**config.mk**
```make
export PLATFORM = sky130hd
export DESIGN_NAME = rns_serial_modadd_ctrl
export DESIGN_NICKNAME = d
export VERILOG_FILES = /design/src/rtl/rns_serial_modadd_ctrl.sv
export SDC_FILE = /design/constraint.sdc
export NUM_CORES = 1
export LEC_CHECK = 0
export ABC_AREA = 1
export CORE_MARGIN = 1
export CORE_UTILIZATION = 50
export DETAILED_ROUTE_END_ITERATION = 16
export GPL_TIMING_DRIVEN = 0
export PLACE_DENSITY = 0.8
export SKIP_CTS_REPAIR_TIMING = 1
export SLEW_MARGIN = 10
export SYNTH_ARGS = -nofsm -noshare
export SYNTH_HDL_FRONTEND = slang
export SYNTH_SLANG_ARGS = --single-unit
```
**constraint.sdc**
```tcl
create_clock -name clk -period 5.62 [get_ports clk]
set_input_delay 1.405 -clock clk [delete_from_list [all_inputs] [get_ports clk]]
set_output_delay 1.405 -clock clk [all_outputs]
set_load 0.02 [all_outputs]
```
**src/rtl/rns_serial_modadd_ctrl.sv**
```systemverilog
// Bit-serial modular adder: (a + b) mod m using one shared 1-bit full adder.
// An ADD pass forms the W+1-bit sum c_add:s_r, a SUB pass forms s_r - m_r,
// and the carry-out of both passes selects the reduced or unreduced sum.
//
// state  | meaning
// -------+-----------------------------------------------------------
// IDLE   | waiting for start; operands latched on accept
// ADD    | W cycles, LSB first: s_r = a_r + b_r, carry-out kept in c_add
// SUB    | W cycles, LSB first: d_r = s_r + ~m_r + 1, result selected at end
// DONE   | one-cycle done pulse, result valid and held
module rns_serial_modadd_ctrl #(
  parameter int W = 8
) (
  input  logic         clk,
  input  logic         rst_n,
  input  logic         start,
  input  logic [W-1:0] a,
  input  logic [W-1:0] b,
  input  logic [W-1:0] m,
  output logic         busy,
  output logic         done,
  output logic [W-1:0] result
);

  localparam int CW = $clog2(W);

  typedef enum logic [1:0] {
    S_IDLE = 2'd0,
    S_ADD  = 2'd1,
    S_SUB  = 2'd2,
    S_DONE = 2'd3
  } state_t;

  state_t         r_state;
  state_t         w_next_state;
  logic [CW-1:0]  r_cnt;
  logic           r_carry;
  logic           r_c_add;
  logic [W-1:0]   r_a;
  logic [W-1:0]   r_b;
  logic [W-1:0]   r_m;
  logic [W-1:0]   r_s;
  logic [W-1:0]   r_d;
  logic [W-1:0]   r_result;

  logic           w_x;
  logic           w_y;
  logic           w_c;
  logic           w_sum;
  logic           w_cout;
  logic           w_last;
  logic [W-1:0]   w_d_final;

  assign w_last    = (r_cnt == CW'(W - 1));

  // The single full-adder cell shared by both passes.
  assign w_sum     = w_x ^ w_y ^ w_c;
  assign w_cout    = (w_x & w_y) | ((w_x ^ w_y) & w_c);

  // Difference register including the bit produced this cycle.
  assign w_d_final = {w_sum, r_d[W-1:1]};

  assign busy      = (r_state != S_IDLE);
  assign done      = (r_state == S_DONE);
  assign result    = r_result;

  // Full-adder operand steering: addends in ADD, s_r and ~m_r in SUB.
  always_comb begin
    w_x = 1'b0;
    w_y = 1'b0;
    w_c = 1'b0;
    case (r_state)
      S_ADD: begin
        w_x = r_a[r_cnt];
        w_y = r_b[r_cnt];
        w_c = r_carry;
      end
      S_SUB: begin
        w_x = r_s[r_cnt];
        w_y = ~r_m[r_cnt];
        w_c = r_carry;
      end
      default: ;
    endcase
  end

  // State register.
  always_ff @(posedge clk or negedge rst_n) begin
    if (!rst_n) begin
      r_state <= S_IDLE;
    end else begin
      r_state <= w_next_state;
    end
  end

  // Next-state logic; start is only looked at in IDLE.
  always_comb begin
    w_next_state = r_state;
    case (r_state)
      S_IDLE: if (start) w_next_state = S_ADD;
      S_ADD:  if (w_last) w_next_state = S_SUB;
      S_SUB:  if (w_last) w_next_state = S_DONE;
      S_DONE: w_next_state = S_IDLE;
      default: w_next_state = S_IDLE;
    endcase
  end

  // Datapath: operand capture, serial shifting, carry chain and result select.
  always_ff @(posedge clk or negedge rst_n) begin
    if (!rst_n) begin
      r_cnt    <= '0;
      r_carry  <= 1'b0;
      r_c_add  <= 1'b0;
      r_a      <= '0;
      r_b      <= '0;
      r_m      <= '0;
      r_s      <= '0;
      r_d      <= '0;
      r_result <= '0;
    end else begin
      case (r_state)
        S_IDLE: begin
          if (start) begin
            r_a     <= a;
            r_b     <= b;
            r_m     <= m;
            r_carry <= 1'b0;
            r_cnt   <= '0;
          end
        end
        S_ADD: begin
          r_s <= {w_sum, r_s[W-1:1]};
          if (w_last) begin
            r_c_add <= w_cout;
            r_carry <= 1'b1;  // +1 of the two's-complement subtraction
            r_cnt   <= '0;
          end else begin
            r_carry <= w_cout;
            r_cnt   <= r_cnt + 1'b1;
          end
        end
        S_SUB: begin
          r_d     <= w_d_final;
          r_carry <= w_cout;
          if (w_last) begin
            r_cnt    <= '0;
            // Sum >= m when either pass carried out of the W-bit field.
            r_result <= (r_c_add | w_cout) ? w_d_final : r_s;
          end else begin
            r_cnt <= r_cnt + 1'b1;
          end
        end
        default: ;
      endcase
    end
  end

endmodule

```
==> results.txt <==
fraction of layout cells with a size suffix above 1 = 0.0962
Iteration-0 DRC Markers = 115
# IOs = 37
total track usage = 0.224
antenna violation net count after detailed routing = 0
# placed instances = 403
r2r endpoint = result[5]
clock slew at reported path FFs = 0.09 ns
Tightest Hold Check Type = reg -> reg
clk root buf = clkbuf_8
final setup TNS = 0 ns
max cap viols = 0
GPL Wtd Cong = 0.804
post-synthesis xor/xnor area fraction = 0
post-synthesis cell type count = 25
Synth Register Bits = 54
DRT Wirelength = 5.39 mm
largest net degree at the start of global routing = 36
wire per inst = 13.1 um
Worst Hold Path Cells = 2
Worst slew margin = 0.690
Crit Reg-Reg Startpoint = r_state[1]
vias in the first global route = 2,087
mux cell area share after synthesis = 0.0434
syn_nets = 333
Residual DRC = 0
CTS HTree Levels = 2
total gr overflow = 0
register area = 1350 um^2
Mean Syn Cell Area = 8.69 um^2
fill count = 413
Tightest Pin Transition = 0.465 ns
min-delay src = result[2]
register area share after synthesis = 0.520
multi-input logic area = 1010 um^2
core area = 4850 um^2
total CTS buffers = 5
Synth Area in Adders = 0.0366
Reg2Reg Depth = 12
crit path DAT = 1.73 ns
Clock Skew = 0.00652 ns
Vias/cell = 5.07
Crit. End Element = output pin
Setup-failing EPs final = 0
crit path kind = reg -> out
Gate Count Post-Synth = 299
initial antenna violation count = 0
Hold Path Sink = result[2]
Final #Nets = 377
pwr dens = 556 nW/um^2
vias = 2,078
Finished Layout Cells = 410
Leak Pwr = 0.00150 uW
First-pass DRT Iterations = 5
Worst-Skew Late Latency = 0.32 ns
reg2reg setup slack = 3.21 ns
Fmax achieved = 0.319 GHz
Port Buffers = 36
compound-cell area share of the yosys netlist = 0.110
first-pass GRT wire length = 9.17 mm
Clock Path Buffers = 2
DP HPWL = 3.82 mm
largest family of logic cells by synthesized area = simple AND/OR/NAND/NOR gates
Crit Path Max Fanout = 5
clock sinks = 54
simple-gate share of the synthesized area = 0.197
Peak supply drop = 0.218 mV
Critical Path RT = 4.22 ns
final hold vios = 0
crit start category = flop
synthesis-to-finish area growth = 20.9%
fin. max-slew vios = 0
Die Ht = 74.1 um
Synth Cell Area = 2600 um^2
Antenna diodes = 0
status = finished, final reports clean
Warnings, synthesis = 0
die area = 5490 um^2
TritonCTS clock tree = yes
Rows = 25
fin crit share = 0.558
Die Span X = 74.1 um
Final Critical Period = 3.13 ns
initial core utilization = 0.536
RSZ-0062 raised after global routing = no
-- flip-flops by register name, summed over array words and instances, names as in the netlist --
register and flops:
r_d 7, r_c_add 1, result 8, r_m 8, r_state 2, r_s 8
r_b 8, r_a 8, r_carry 1, r_cnt 3
-- cell usage after synthesis --
library cell  count  area, um^2
ha_1              6        75.1
buf_4             2        15.0
nor2_1           33         124
clkbuf_1          2        7.51
mux2_2           10         113
nor2_4            1        11.3
clkbuf_8          1        13.8
o32ai_1           1        8.76
inv_2             1        3.75
buf_2             3        15.0
a31oi_1           1        6.26
nand2_2           2        12.5
buf_6             3        33.8
nand2_1          57         214
o21ai_1           1        5.00
o21ai_0          29         145
inv_1            36         135
nand3_1          28         140
dfrtp_1          54        1350
buf_8             1        15.0
o22ai_1           1        6.26
or2_0             1        6.26
nor3_1            1        5.00
fa_1              1        20.0
a21oi_1          23         115
-- final cells by class --
| type | count | area share |
|---|---|---|
| Clock inverter | 2 | 0.00438 |
| Buffer | 12 | 0.0319 |
| Clock buffer | 5 | 0.0219 |
| Tap cell | 67 | 0.0267 |
| Sequential cell | 54 | 0.430 |
| Multi-Input combinational cell | 196 | 0.321 |
| Inverter | 37 | 0.0442 |
| Timing Repair Buffer | 37 | 0.120 |
-- cell families after synthesis --
| group | Yosys count |
|---|---|
| buffers and inverters | 49 |
| AOI/OAI and AO/OA | 56 |
| muxes | 10 |
| and+or+nand+nor | 123 |
| DFF | 54 |
| adders and majority gates | 7 |
-- where the power goes --
group	internal (uW)	switching, uW
Sequential	572	104
Clock	86.3	128
Combinational	354	502
Total	1010	734
-- through the flow --
stage	worst slack (ns)	power [uW]	hold slack, ns	cell area (um^2)	util
6_report	2.49	1750	0.488	3140	0.647
5_1_grt	2.34	1900	0.534	3140	0.647
4_1_cts	2.48	1750	0.495	3140	0.647
3_5_place_dp	2.84	1530	0.472	3060	0.630
3_3_place_gp	1.54	1490	0.467	3040	0.627
2_1_floorplan	3.40	1270	0.466	2600	-
-- cells in the final DEF (no fill, tap or decap), types with 2 or more instances in the layout --
| master | synthesis | routed |
|---|---|---|
| nand2_1 | 57 | 57 |
| dfrtp_1 | 54 | 54 |
| inv_1 | 36 | 36 |
| clkdlybuf4s50_1 | 0 | 35 |
| nor2_1 | 33 | 33 |
| o21ai_0 | 29 | 29 |
| nand3_1 | 28 | 28 |
| a21oi_1 | 23 | 23 |
| mux2_2 | 10 | 10 |
| clkbuf_8 | 1 | 6 |
| ha_1 | 6 | 6 |
| buf_2 | 3 | 4 |
| buf_6 | 3 | 3 |
| buf_4 | 2 | 2 |
| nand2_2 | 2 | 2 |
| clkbuf_1 | 2 | 2 |
-- critical path: stages, from the launching register on --
cell and delay (ns):
dfrtp_1 0.40, inv_1 0.09, ha_1 0.27, inv_1 0.07, clkdlybuf4s50_1 0.59
-- worst max-delay path by stage --
stage | startpoint | to | slack (ns) | cells past startpoint
floorplan | r_state[0] | busy | 3.40 | 3
global placement | rst_n | r_a[3] | 1.54 | 1
detailed placement | r_state[0] | busy | 2.84 | 4
CTS | r_state[0] | busy | 2.48 | 4
global route | r_state[0] | busy | 2.34 | 4
finish | r_state[0] | busy | 2.49 | 4
-- routing by layer --
metal / routed length, um / global-route usage / up-vias / share of wire
li1: - / - / 1041 / -
met1: 2250 / 0.265 / 974 / 0.42
met2: 2850 / 0.397 / 56 / 0.53
met3: 209 / 0.0474 / 7 / 0.039
met4: 80 / 0.0876 / 0 / 0.015
met5: 0 / 0 / - / 0
Power figures use the tool's default switching activity.
